--- src/rtl/timer_pkg.sv ---
// timer_pkg: shared definitions for the countdown timer display path.
//   - timer state codes as driven on stateIn
//   - BCD digit type and the decoder's FSM encoding
//   - fixed display constants (seconds per minute, largest shown minute)
package timer_pkg;

    typedef enum logic [1:0] {
        ST_COUNTING = 2'd0,
        ST_STOPPED  = 2'd1,
        ST_FINISHED = 2'd3
    } timer_state_t;

    typedef logic [3:0] bcd_digit_t;

    typedef enum logic [1:0] {
        S_IDLE,
        S_DIV,
        S_BCD,
        S_DONE
    } dec_state_t;

    localparam int unsigned SECS_PER_MIN    = 60;
    localparam int unsigned DISPLAY_MAX_MIN = 99;
    localparam int unsigned DABBLE_STEPS    = 7;

endpackage

--- src/rtl/time_digit_decoder_bcd7_dabble.sv ---
// bcd7_dabble: serial double-dabble converter, 7-bit binary to two BCD digits.
//   clk, reset : clock, synchronous active-high reset
//   load       : capture bin_in and clear the BCD accumulator
//   step       : one conversion step (adjust nibbles >= 5 by +3, then shift)
//   bin_in     : binary value, 0..99
//   tens/units : BCD result, valid after 7 steps following a load
module bcd7_dabble
    import timer_pkg::*;
(
    input  logic       clk,
    input  logic       reset,
    input  logic       load,
    input  logic       step,
    input  logic [6:0] bin_in,
    output bcd_digit_t tens,
    output bcd_digit_t units
);

    logic [6:0] bin;
    logic [7:0] bcd;
    logic [7:0] adj;
    logic       unused_carry;

    always_comb begin
        adj = bcd;
        if (bcd[3:0] >= 4'd5) adj[3:0] = bcd[3:0] + 4'd3;
        if (bcd[7:4] >= 4'd5) adj[7:4] = bcd[7:4] + 4'd3;
    end

    // Inputs never exceed 99, so the tens nibble never carries out.
    assign unused_carry = adj[7];

    always_ff @(posedge clk) begin
        if (reset) begin
            bin <= '0;
            bcd <= '0;
        end else if (load) begin
            bin <= bin_in;
            bcd <= '0;
        end else if (step) begin
            bcd <= {adj[6:0], bin[6]};
            bin <= {bin[5:0], 1'b0};
        end
    end

    assign tens  = bcd[7:4];
    assign units = bcd[3:0];

endmodule

--- src/rtl/time_digit_decoder.sv ---
// time_digit_decoder: converts the timer's remaining seconds into MM:SS BCD
// digits for the VGA character renderer.
//   clk, reset   : clock, synchronous active-high reset
//   tick         : one-cycle sample strobe, accepted only while idle
//   timeIn       : remaining time in seconds (TIME_W bits)
//   stateIn      : timer state code (see timer_pkg)
//   minTens..secUnits : BCD digits, held between updates
//   overflow     : minutes exceeded MIN_MAX, display forced to 99:59
//   blank        : renderer suppresses all digits
//   busy         : conversion in progress
//   digitsValid  : one-cycle pulse when the digits update
// Flow: tick -> TIME_W restoring-divide steps by 60 -> saturation ->
// 7 double-dabble steps -> DONE register; TIME_W+8 cycles tick to output.
// Optional macro TIME_DIGIT_BLINK_EN: blank toggles every BLINK_TICKS
// conversions requested while the timer reports finished.
module time_digit_decoder
    import timer_pkg::*;
#(
    parameter int unsigned TIME_W      = 16,
    parameter int unsigned MIN_MAX     = 99,
    parameter int unsigned BLINK_TICKS = 4
) (
    input  logic              clk,
    input  logic              reset,
    input  logic              tick,
    input  logic [TIME_W-1:0] timeIn,
    input  logic [1:0]        stateIn,
    output bcd_digit_t        minTens,
    output bcd_digit_t        minUnits,
    output bcd_digit_t        secTens,
    output bcd_digit_t        secUnits,
    output logic              overflow,
    output logic              blank,
    output logic              busy,
    output logic              digitsValid
);

    localparam int unsigned CNT_W = $clog2(TIME_W) + 1;

    dec_state_t        state, state_next;
    logic [TIME_W-1:0] quo, quo_next;
    logic [TIME_W-1:0] rem, rem_next;
    logic [TIME_W:0]   rem_shift;
    logic              fits;
    logic [CNT_W-1:0]  step_cnt;
    logic              ovf_pend;
    logic              sat;
    logic [6:0]        min_load, sec_load;
    logic              last_div, last_bcd;
    logic              accept, div_en, bcd_load, bcd_step, done;
    bcd_digit_t        min_t, min_u, sec_t, sec_u;

    assign last_div = (step_cnt == CNT_W'(TIME_W - 1));
    assign last_bcd = (step_cnt == CNT_W'(DABBLE_STEPS - 1));

    always_ff @(posedge clk) begin
        if (reset) state <= S_IDLE;
        else       state <= state_next;
    end

    always_comb begin
        state_next = state;
        accept     = 1'b0;
        div_en     = 1'b0;
        bcd_load   = 1'b0;
        bcd_step   = 1'b0;
        done       = 1'b0;
        case (state)
            S_IDLE: if (tick) begin
                accept     = 1'b1;
                state_next = S_DIV;
            end
            S_DIV: begin
                div_en = 1'b1;
                if (last_div) begin
                    bcd_load   = 1'b1;
                    state_next = S_BCD;
                end
            end
            S_BCD: begin
                bcd_step = 1'b1;
                if (last_bcd) state_next = S_DONE;
            end
            S_DONE: begin
                done       = 1'b1;
                state_next = S_IDLE;
            end
            default: state_next = S_IDLE;
        endcase
    end

    // One restoring-division step: the partial remainder is widened by one
    // bit for the trial subtraction so the compare never wraps.
    always_comb begin
        rem_shift = {rem, quo[TIME_W-1]};
        fits      = (rem_shift >= (TIME_W + 1)'(SECS_PER_MIN));
        rem_next  = fits ? TIME_W'(rem_shift - (TIME_W + 1)'(SECS_PER_MIN))
                         : rem_shift[TIME_W-1:0];
        quo_next  = {quo[TIME_W-2:0], fits};
    end

    // Saturation is folded into the final divide step so the BCD converters
    // load on the same edge the division completes.
    assign sat      = (quo_next > TIME_W'(MIN_MAX));
    assign min_load = sat ? 7'(DISPLAY_MAX_MIN) : quo_next[6:0];
    assign sec_load = sat ? 7'(SECS_PER_MIN - 1) : rem_next[6:0];

    always_ff @(posedge clk) begin
        if (reset) begin
            quo         <= '0;
            rem         <= '0;
            step_cnt    <= '0;
            ovf_pend    <= 1'b0;
            busy        <= 1'b0;
            digitsValid <= 1'b0;
            overflow    <= 1'b0;
            minTens     <= '0;
            minUnits    <= '0;
            secTens     <= '0;
            secUnits    <= '0;
        end else begin
            digitsValid <= 1'b0;
            if (accept) begin
                quo      <= timeIn;
                rem      <= '0;
                step_cnt <= '0;
                busy     <= 1'b1;
            end
            if (div_en) begin
                quo      <= quo_next;
                rem      <= rem_next;
                step_cnt <= last_div ? '0 : step_cnt + 1'b1;
                if (last_div) ovf_pend <= sat;
            end
            if (bcd_step) step_cnt <= step_cnt + 1'b1;
            if (done) begin
                minTens     <= min_t;
                minUnits    <= min_u;
                secTens     <= sec_t;
                secUnits    <= sec_u;
                overflow    <= ovf_pend;
                digitsValid <= 1'b1;
                busy        <= 1'b0;
            end
        end
    end

`ifdef TIME_DIGIT_BLINK_EN
    logic [$clog2(BLINK_TICKS+1)-1:0] blink_cnt;
    logic                             blink_pend;

    // The toggle decision is made at accept time; it lands on the DONE edge
    // so blank changes together with the digits it applies to.
    always_ff @(posedge clk) begin
        if (reset) begin
            blink_cnt  <= '0;
            blink_pend <= 1'b0;
            blank      <= 1'b0;
        end else begin
            if (accept) begin
                if (stateIn == ST_FINISHED) begin
                    if (blink_cnt == $bits(blink_cnt)'(BLINK_TICKS - 1)) begin
                        blink_cnt  <= '0;
                        blink_pend <= 1'b1;
                    end else begin
                        blink_cnt  <= blink_cnt + 1'b1;
                        blink_pend <= 1'b0;
                    end
                end else begin
                    blink_cnt  <= '0;
                    blink_pend <= 1'b0;
                    blank      <= 1'b0;
                end
            end
            if (done && blink_pend) blank <= ~blank;
        end
    end
`else
    logic unused_state;
    assign unused_state = ^stateIn;
    assign blank        = 1'b0;
`endif

    bcd7_dabble u_min (
        .clk    (clk),
        .reset  (reset),
        .load   (bcd_load),
        .step   (bcd_step),
        .bin_in (min_load),
        .tens   (min_t),
        .units  (min_u)
    );

    bcd7_dabble u_sec (
        .clk    (clk),
        .reset  (reset),
        .load   (bcd_load),
        .step   (bcd_step),
        .bin_in (sec_load),
        .tens   (sec_t),
        .units  (sec_u)
    );

endmodule

--- config.mk ---
export PLATFORM = sky130hd
export DESIGN_NAME = time_digit_decoder
export DESIGN_NICKNAME = d
export VERILOG_FILES = /design/src/rtl/timer_pkg.sv /design/src/rtl/time_digit_decoder_bcd7_dabble.sv /design/src/rtl/time_digit_decoder.sv
export SDC_FILE = /design/constraint.sdc
export NUM_CORES = 1
export LEC_CHECK = 0
export ABC_AREA = 1
export CAP_MARGIN = 10
export CELL_PAD_IN_SITES_DETAIL_PLACEMENT = 2
export CELL_PAD_IN_SITES_GLOBAL_PLACEMENT = 2
export CORE_MARGIN = 5
export CORE_UTILIZATION = 36
export CTS_BUF_LIST = sky130_fd_sc_hd__clkbuf_16
export CTS_CLUSTER_SIZE = 10
export DETAILED_ROUTE_END_ITERATION = 10
export PLACE_DENSITY = 0.89
export SLEW_MARGIN = 25
export SYNTH_ARGS = -nofsm -noshare
export SYNTH_HDL_FRONTEND = slang
export SYNTH_HIERARCHICAL = 1
export SYNTH_SLANG_ARGS = --single-unit
--- constraint.sdc ---
create_clock -name clk -period 3.5 [get_ports clk]
set_clock_uncertainty 0.05 [all_clocks]
set_input_delay 0.875 -clock clk [delete_from_list [all_inputs] [get_ports clk]]
set_output_delay 0.875 -clock clk [all_outputs]
set_load 0.03 [all_outputs]
==> metrics.yaml <==
outcome: "completed"
yosys.area.top_type: "dfxtp_1"
cellPowerDensity_nw_per_um2: 967.3
async_reset_ff_share_pct: 0
max_clock_freq_ghz: 0.3989
utilization_pct: 42.28
cts_buffers: 9
route.antenna.remaining_nets: 0
synth_cells: 630
synth_ff_type: "dfxtp_1"
hold_viol: 0
rsz0062_at_grt: "no"
ios: 41
gp_congestion: 0.8096
die-width_um: 124.9
insertion_delay_ps: 360
ir_worst_vdd_uv: 484.6
area.sequential_sq_um: 1782
cts_sinks: 89
synth-seq-cells: 89
ctsHoldBuffers: 0
report.final.slew_viol_count: 0
yosysUniqueCellTypes: 40
min_from: "minTens[2]"
synth_edf_count: 0
multi_input_area_sq_um: 2484
cts_setup_buffers: 0
slew_headroom_pct: 34.60
overflow: 0
grt_max_degree: 34
synth_area_leaders: "dfxtp_1, nand2_1, inv_1, nand3_1, ha_1"
hp-class: "reg -> reg"
antenna_found_initial: 0
grtUsageTotal_pct: 20.54
setup-tns-final_ps: 0
crit_required_ps: 3720
vias: 4458
synth_warnings: 6
yosysMostFrequentCell: "nand2_1"
design.die.area_sq_um: 15610
post-route-period-util_pct: 71.63
nets: 696
antennaDiodeCount: 0
drc: 0
grt_pass1_vias: 5028
critPathCaptureType: "register"
cts.path.max_buffers: 2
arrival_ps: 2730
critPathKind: "in -> reg"
drt_iter0_markers: 153
ys_seq_area_share_pct: 37.47
nFillCells: 1488
crit_fanout: 26
drive_gt1_share_pct: 12.71
netlist_top_cells_count: "nand2_1, dfxtp_1, inv_1"
synth_top_area_share_pct: 37.47
ctsResizeCount: 0
avgRoutedWirePerCell_um: 18.72
syn_area_sq_um: 4755
grt_pass1_wl_um: 25990
cts_tree: "done"
hpwl_um: 10780
setup_violations: 0
power.leakage_nw: 2.249
cts_root_buffer: "clkbuf_16"
htreeDepth: 3
path_clk_slew_ps: 80
drtPass1Iterations: 4
maxCapViolCount: 0
synth_nets: 669
die_h_um: 124.9
reg2reg_from: "step_cnt[0]"
startpoint_type: "input port"
syn_area_per_cell_sq_um: 7.547
rows: 42
startpoint: "tick"
start_util_pct: 36.34
core_sq_um: 13090
synthToLayoutAreaGrowth_pct: 16.37
fin_crit_ps: 2507
rrSetupSlack_ps: 1090
wl_um: 15670
routed_via_density: 5.326
worst_pin_slew_ps: 981.0
portBuffers: 37
layout by cell type, fill, tap and decap left out, drive strengths merged:
cell type and n:
a211oi 5, dfxtp 89, xnor2 1, o21ai 31, clkinv 4, xor2 6
or2 6, o221ai 10, conb 1, buf 4, inv 78, o211ai 1
nand2 156, a31oi 15, o31a 1, clkdlybuf4s50 37, nand3 56, a21oi 42
clkbuf 9, nor2 57, bufinv 3, nor3 12, ha 18, a22o 16
nand4 3
per-stage QoR:
stage	hold slack (ps)	cell area, sq um	worst slack, ps	std cells	power, mW
finish	436.2	5533	992.8	837	5.352
CTS	445.2	5530	956.2	837	5.397
detailed placement	415.9	5197	627.8	822	4.165
floorplan	393.6	4755	1633	630	3.592
global placement	403.4	5197	827.2	822	3.937
global route	466.3	5533	850.1	837	5.768
area by class of cell:
type	instances	area share, %
Multi-Input combinational cell	437	44.89
Sequential cell	89	32.20
Timing Repair Buffer	41	7.237
Inverter	79	5.676
Clock buffer	9	4.071
Tap cell	176	3.980
Clock inverter	6	1.945
sequential cells by signal, summed over array words and instances (netlist names):
signal / count
quo: 16
rem: 16
u_min/bcd: 8
u_sec/bcd: 8
u_min/bin: 7
u_sec/bin: 7
step_cnt: 5
minTens: 4
minUnits: 4
secTens: 4
secUnits: 4
state: 2
busy: 1
digitsValid: 1
overflow: 1
ovf_pend: 1
cell families (layout without fill, tap and decap cells):
kind of cell | Yosys count | count (layout) | share of synthesized area [%]
AO/OA/AOI/OAI | 121 | 121 | 17.42
flip-flops | 89 | 89 | 37.47
XOR/XNOR | 7 | 7 | 1.289
buffers and inverters | 104 | 135 | 10.34
adder cells (fa/ha/maj) | 18 | 18 | 4.737
AND/OR/NAND/NOR | 290 | 290 | 28.66
other | 1 | 1 | 0.07887
power by group:
group / switching (mW) / leakage (nW) / internal, mW / total, mW
Combinational: 1.83 / 1.36 / 0.830 / 2.66
Sequential: 0.280 / 0.726 / 1.28 / 1.56
Clock: 0.439 / 0.167 / 0.693 / 1.13
Total: 2.55 / 2.25 / 2.81 / 5.35
layer usage:
| layer | part of all wire (%) | track usage (%) | up-vias |
|---|---|---|---|
| met3 | 2.2 | 3.559 | 37 |
| met5 | 0 | 0 | - |
| met1 | 40 | 22.13 | 2225 |
| li1 | - | - | 2120 |
| met2 | 54 | 38.61 | 76 |
| met4 | 3.5 | 9.949 | 0 |
worst max-delay path: stages:
cell and delay, ps:
clkdlybuf4s50_1 530, nand2_1 80, inv_1 180, nor2_1 90, inv_1 550, o21ai_0 190, a31oi_1 240
final timing paths:
check / end / depth (start not counted)
worst max-delay path: quo[14] / 7
worst min-delay path: minTens[2] / 1
worst max register to register: u_min/bin[1] / 8
worst min register to register: minTens[2] / 1
No activity file was read; power rests on OpenSTA's default activity.
